### src/rtl/seq_mult_8bit.sv
// Sequential 8x8 unsigned shift-and-add multiplier and the 8-bit ripple-carry adder it drives.
// The adder sits in this file so the multiplier builds on its own; the single FADDER_8bit
// instance is the only datapath adder.

// 8-bit ripple-carry adder: {cout_o, sum_o} = x_i + y_i + cin_i.
module FADDER_8bit (
  input  logic [7:0] x_i,
  input  logic [7:0] y_i,
  input  logic       cin_i,
  output logic [7:0] sum_o,
  output logic       cout_o
);

  logic [8:0] carry;

  assign carry[0] = cin_i;

  // One full adder per bit, carry rippling from bit 0 upwards.
  for (genvar i = 0; i < 8; i++) begin : g_bit
    assign sum_o[i]   = x_i[i] ^ y_i[i] ^ carry[i];
    assign carry[i+1] = (x_i[i] & y_i[i]) | (x_i[i] & carry[i]) | (y_i[i] & carry[i]);
  end

  assign cout_o = carry[8];

endmodule

// Shift-and-add multiplier: one iteration per clock, 8 iterations per product.
module seq_mult_8bit (
  input  logic        clk_i,
  input  logic        rst_i,
  input  logic        start_i,
  input  logic [7:0]  a_i,
  input  logic [7:0]  b_i,
  output logic        busy_o,
  output logic        done_o,
  output logic [15:0] product_o
);

  typedef enum logic [1:0] {StIdle, StRun, StDone} state_e;

  state_e      state_q;
  logic [7:0]  m_q;
  logic [7:0]  q_q;
  logic [7:0]  acc_q;
  logic [2:0]  cnt_q;
  logic        busy_q;
  logic        done_q;
  logic [15:0] product_q;

  logic [7:0]  add_sum;
  logic        add_cout;
  logic        c_d;
  logic [7:0]  acc_sum_d;
  logic [7:0]  acc_d;
  logic [7:0]  q_d;

  FADDER_8bit u_adder (
    .x_i    (acc_q),
    .y_i    (m_q),
    .cin_i  (1'b0),
    .sum_o  (add_sum),
    .cout_o (add_cout)
  );

  // Conditional add then right shift of {C, ACC, Q}; the carry is consumed by the shift in the
  // same edge and a zero enters behind it, so C never needs to be held across edges.
  always_comb begin
    c_d       = 1'b0;
    acc_sum_d = acc_q;
    if (q_q[0]) begin
      c_d       = add_cout;
      acc_sum_d = add_sum;
    end
    acc_d = {c_d, acc_sum_d[7:1]};
    q_d   = {acc_sum_d[0], q_q[7:1]};
  end

  // Control FSM with datapath registers and registered handshake outputs.
  always_ff @(posedge clk_i or posedge rst_i) begin
    if (rst_i) begin
      state_q   <= StIdle;
      m_q       <= 8'h00;
      q_q       <= 8'h00;
      acc_q     <= 8'h00;
      cnt_q     <= 3'd0;
      busy_q    <= 1'b0;
      done_q    <= 1'b0;
      product_q <= 16'h0000;
    end else begin
      unique case (state_q)
        StIdle: begin
          if (start_i) begin
            m_q     <= a_i;
            q_q     <= b_i;
            acc_q   <= 8'h00;
            cnt_q   <= 3'd0;
            busy_q  <= 1'b1;
            state_q <= StRun;
          end
        end
        StRun: begin
          acc_q <= acc_d;
          q_q   <= q_d;
          cnt_q <= cnt_q + 3'd1;
          if (cnt_q == 3'd7) begin
            product_q <= {acc_d, q_d};
            done_q    <= 1'b1;
            state_q   <= StDone;
          end
        end
        StDone: begin
          done_q  <= 1'b0;
          busy_q  <= 1'b0;
          state_q <= StIdle;
        end
        default: begin
          done_q  <= 1'b0;
          busy_q  <= 1'b0;
          state_q <= StIdle;
        end
      endcase
    end
  end

  assign busy_o    = busy_q;
  assign done_o    = done_q;
  assign product_o = product_q;

endmodule

### config.mk
export PLATFORM = sky130hd
export DESIGN_NAME = seq_mult_8bit
export DESIGN_NICKNAME = d
export VERILOG_FILES = /design/src/rtl/seq_mult_8bit.sv
export SDC_FILE = /design/constraint.sdc
export NUM_CORES = 1
export LEC_CHECK = 0
export CORE_MARGIN = 2
export CORE_UTILIZATION = 40
export DETAILED_ROUTE_END_ITERATION = 7
export GPL_ROUTABILITY_DRIVEN = 1
export GPL_TIMING_DRIVEN = 0
export PLACE_DENSITY = 0.66
export SYNTH_ARGS = -nofsm -noshare
export SYNTH_HDL_FRONTEND = slang
export SYNTH_SLANG_ARGS = --single-unit
### constraint.sdc
create_clock -name clk_i -period 3.5 [get_ports clk_i]
set_clock_uncertainty 0.1 [all_clocks]
set_input_delay 0.7 -clock clk_i [delete_from_list [all_inputs] [get_ports clk_i]]
set_output_delay 0.7 -clock clk_i [all_outputs]
set_load 0.02 [all_outputs]
==> key figures <==
Critical path
  – CP Class: flip-flop to flip-flop
  – CP Launch Type: flip-flop
  – Critical path endpoint category: flip-flop
  – Slowest stage cell, crit path: sky130_fd_sc_hd__fa_1
  – Highest fanout seen on the critical path: 2
  – Crit path top cell by count: sky130_fd_sc_hd__fa_2
  – Data arrival time at the worst-slack endpoint: 3690 ps
  – Worst path cell trace: ha_1 > inv_1 > fa_2 > fa_2 > fa_2 > fa_2 > fa_2 > fa_2 > inv_2 > fa_1 > mux2i_2 > o21ai_1
  – Depth of the worst register-to-register path: 12
  – Req. time, crit path: between 3000 and 4000 ps
  – Peak per-stage delay on the critical path: 410 ps

Global routing
  – Via count of the first global-routing pass: 1413
  – Total congestion overflow: 0
  – First-pass GRT wire length: 6879 um
  – Maximum number of pins on one net before global-route repair: 36
  – GRT Overall Usage: 14.89%
  – Initial antenna violation count: 0

Hold path
  – Min-delay worst type: flip-flop to flip-flop
  – Hold Path Depth: 2

Clock tree
  – Clock latency on the worst-skew pair: roughly 300 ps
  – CTS tree: yes
  – H-tree level count: 2
  – Number of buffers on the longest clock path: 2
  – Number of buffers created by CTS: 5
  – Clock slew at reported path FFs: about 80 ps
  – TritonCTS sink count: 47
  – Root cell of the clock tree: sky130_fd_sc_hd__clkbuf_8

Place
  – Worst slack at placement: -248.0 ps
  – Number of buffers inserted by port buffering: 36
  – Placed instance area: about 2600 sq um
  – DPL Wire Length: 2914 um
  – Weighted congestion at the end of routability-driven global placement: 0.7518

Route
  – Via count: about 1400
  – Number of violations reported at the end of detailed-routing iteration 0: 63
  – Remaining design rule violation count: 0
  – Via density per instance: approximately 4.6
  – Number of detailed-route iterations in the first pass: 4
  – Final routed wirelength across all metal layers: between 3000 and 4000 um
  – Drt wl/cell: roughly 13 um
  – Number of routed nets with antenna violations: 0

Floorplan
  – Number of top-level pins: 37
  – Std-Cell Rows: 26
  – Width of the die: slightly below 80 um
  – Std-Cell Core Area: roughly 5100 sq um
  – Chip height: ~77 um
  – Die area: about 6000 sq um
  – Effective utilization at floorplan: between 40% and 50%

Yosys
  – Number of nets in the synthesized netlist: 214
  – Netlist cell types: 26
  – Number of warnings reported in the yosys synthesis log: 0
  – Netlist area before placement: roughly 2200 sq um
  – Cell type with the largest total area after synthesis: sky130_fd_sc_hd__dfrtp_1
  – Synth async-reset ratio: 100.0%
  – Synthesized area per cell: 11.63 sq um
  – EDFF count, synth: 0
  – Top cells by area, synth: sky130_fd_sc_hd__dfrtp_1, sky130_fd_sc_hd__fa_1, sky130_fd_sc_hd__o21ai_0, sky130_fd_sc_hd__nand2_1, sky130_fd_sc_hd__mux2_4
  – Count of mapped cells out of synthesis: about 190
  – Area share of the largest cell type after synthesis: 54.65%
  – Most used DFF post-synth: sky130_fd_sc_hd__dfrtp_1
  – Post-synthesis sequential area ratio: between 50% and 60%
  – Register bit count reported by yosys: between 40 and 50

Timing
  – Max Clock Freq: about 0.28 GHz
  – Count of endpoints failing hold in the final timing report: 0
  – Setup TNS: -200.6 ps
  – Minimum period implied by the final worst setup slack: roughly 3600 ps
  – Remaining max-slew budget at the tightest pin: 73.95%
  – Worst slew pin tran: 379.9 ps
  – Endpoints failing setup: 2
  – Number of slew-limit violations in the final report: 0
  – Period utilisation layout: 103.0%
  – Worst Slack Setup Final: -104.6 ps
  – Unrepaired setup endpoints after global routing: yes

Pwr
  – Peak supply drop: about 0.27 mV
  – Power density over the cells: around 930 nW/um^2
  – Standby leakage power: 0.001222 uW

Run status
  – Failing checks: negative setup slack
  – Outcome: complete, but fails checks

Finish
  – NumNets Final: 260
  – Final instance area: 2743 sq um
  – Layout area overhead: 27.44%
  – Count of antenna diodes in the layout: 0
  – Fraction of layout cells with a size suffix above 1: roughly 21%

Flow run
  – # Max-Cap Violations: 0
## metal layers
layer,track usage [%],part of all wire [%],vias up
met5,0,0,-
met3,4.070,4.2,7
met1,21.22,49,666
met2,20.78,44,30
met4,7.679,2.6,0
li1,-,-,700
## state kept, by name, summed over array words and instances (netlist names)
register   flops
product_o     16
acc_q          8
m_q            8
q_q            8
cnt_q          3
state_q        2
busy_o         1
done_o         1
## power breakdown
part	total, uW	switching, uW	internal [uW]
Combinational	1260	630	630
Sequential	973	166	807
Clock	317	179	139
## layout by cell type (no fill, tap or decap), types with 2 or more instances in the layout
| cell | count |
|---|---|
| sky130_fd_sc_hd__clkinvlp_4 | 2 |
| sky130_fd_sc_hd__o21ai_0 | 25 |
| sky130_fd_sc_hd__a22o_1 | 3 |
| sky130_fd_sc_hd__mux2_4 | 8 |
| sky130_fd_sc_hd__ha_1 | 3 |
| sky130_fd_sc_hd__buf_2 | 5 |
| sky130_fd_sc_hd__mux2i_1 | 7 |
| sky130_fd_sc_hd__inv_1 | 16 |
| sky130_fd_sc_hd__clkbuf_8 | 5 |
| sky130_fd_sc_hd__nand2_1 | 33 |
| sky130_fd_sc_hd__dfrtp_1 | 47 |
| sky130_fd_sc_hd__fa_2 | 6 |
| sky130_fd_sc_hd__mux2_2 | 7 |
| sky130_fd_sc_hd__inv_2 | 2 |
| sky130_fd_sc_hd__o21ai_1 | 7 |
| sky130_fd_sc_hd__buf_4 | 3 |
| sky130_fd_sc_hd__clkdlybuf4s50_1 | 36 |
## final cells by class
| class | instances | area [sq um] |
|---|---|---|
| Buffer | 9 | 52.55 |
| Tap cell | 70 | 87.58 |
| Clock inverter | 3 | 20.02 |
| Clock buffer | 5 | 68.82 |
| Multi-Input combinational cell | 111 | 874.6 |
| Inverter | 18 | 67.56 |
| Timing Repair Buffer | 39 | 395.4 |
| Sequential cell | 47 | 1176 |
| Fill cell | 489 | 2397 |
## cells by family (layout without fill, tap and decap cells)
| kind of cell | count (synthesis) | after routing | synth area share [%] |
|---|---|---|---|
| and+or+nand+nor | 38 | 38 | 7.965 |
| buffers and inverters | 27 | 74 | 5.581 |
| muxes | 23 | 23 | 12.97 |
| adders and majority gates | 10 | 10 | 8.256 |
| AOI/OAI and AO/OA | 40 | 40 | 10.58 |
| DFF | 47 | 47 | 54.65 |
## synth_stat cells (3+ instances only)
library cell	number
sky130_fd_sc_hd__o21ai_0	27
sky130_fd_sc_hd__buf_2	5
sky130_fd_sc_hd__fa_1	7
sky130_fd_sc_hd__nand2_1	33
sky130_fd_sc_hd__mux2i_1	8
sky130_fd_sc_hd__mux2_2	7
sky130_fd_sc_hd__mux2_4	8
sky130_fd_sc_hd__a22o_1	3
sky130_fd_sc_hd__o21ai_1	5
sky130_fd_sc_hd__ha_1	3
sky130_fd_sc_hd__inv_1	18
sky130_fd_sc_hd__dfrtp_1	47
## through the flow
stage	utilization, %	hold slack, ps	power (uW)	instances
CTS	53.36	392.5	2582	302
finish	53.36	387.4	2550	302
global route	53.36	428.8	2790	302
detailed placement	51.22	374.3	2225	292
global placement	50.83	367.3	2175	291
floorplan	-	353.5	1798	185
## timing repair
action | in CTS | in global routing
pin swaps | 1 | 1
buffers inserted | 2 | 0
resized for setup | 4 | 0
cloned | 0 | 0
endpoints found under the setup margin | 2 | 2
hold buffers | 0 | 0
## critical path, delay by kind of cell (launching register included)
family / cells / cell delay, ps
AO/OA/AOI/OAI: 1 / 80
buffers and inverters: 2 / 110
multiplexers: 1 / 210
flip-flops: 1 / 360
adder cells (fa/ha/maj): 8 / 2620
## final timing paths
path	startpoint	end	slack (ps)
worst max register to register	acc_q[0]	acc_q[6]	-100
min in group asynchronous	rst_i	acc_q[1]	570
worst min-delay path	product_o[11]	product_o[11]	390
worst min register to register	product_o[11]	product_o[11]	390
worst max-delay path	acc_q[0]	acc_q[6]	-100
max in group asynchronous	rst_i	acc_q[4]	2260
Note: power is estimated with default switching activity, not from simulation.
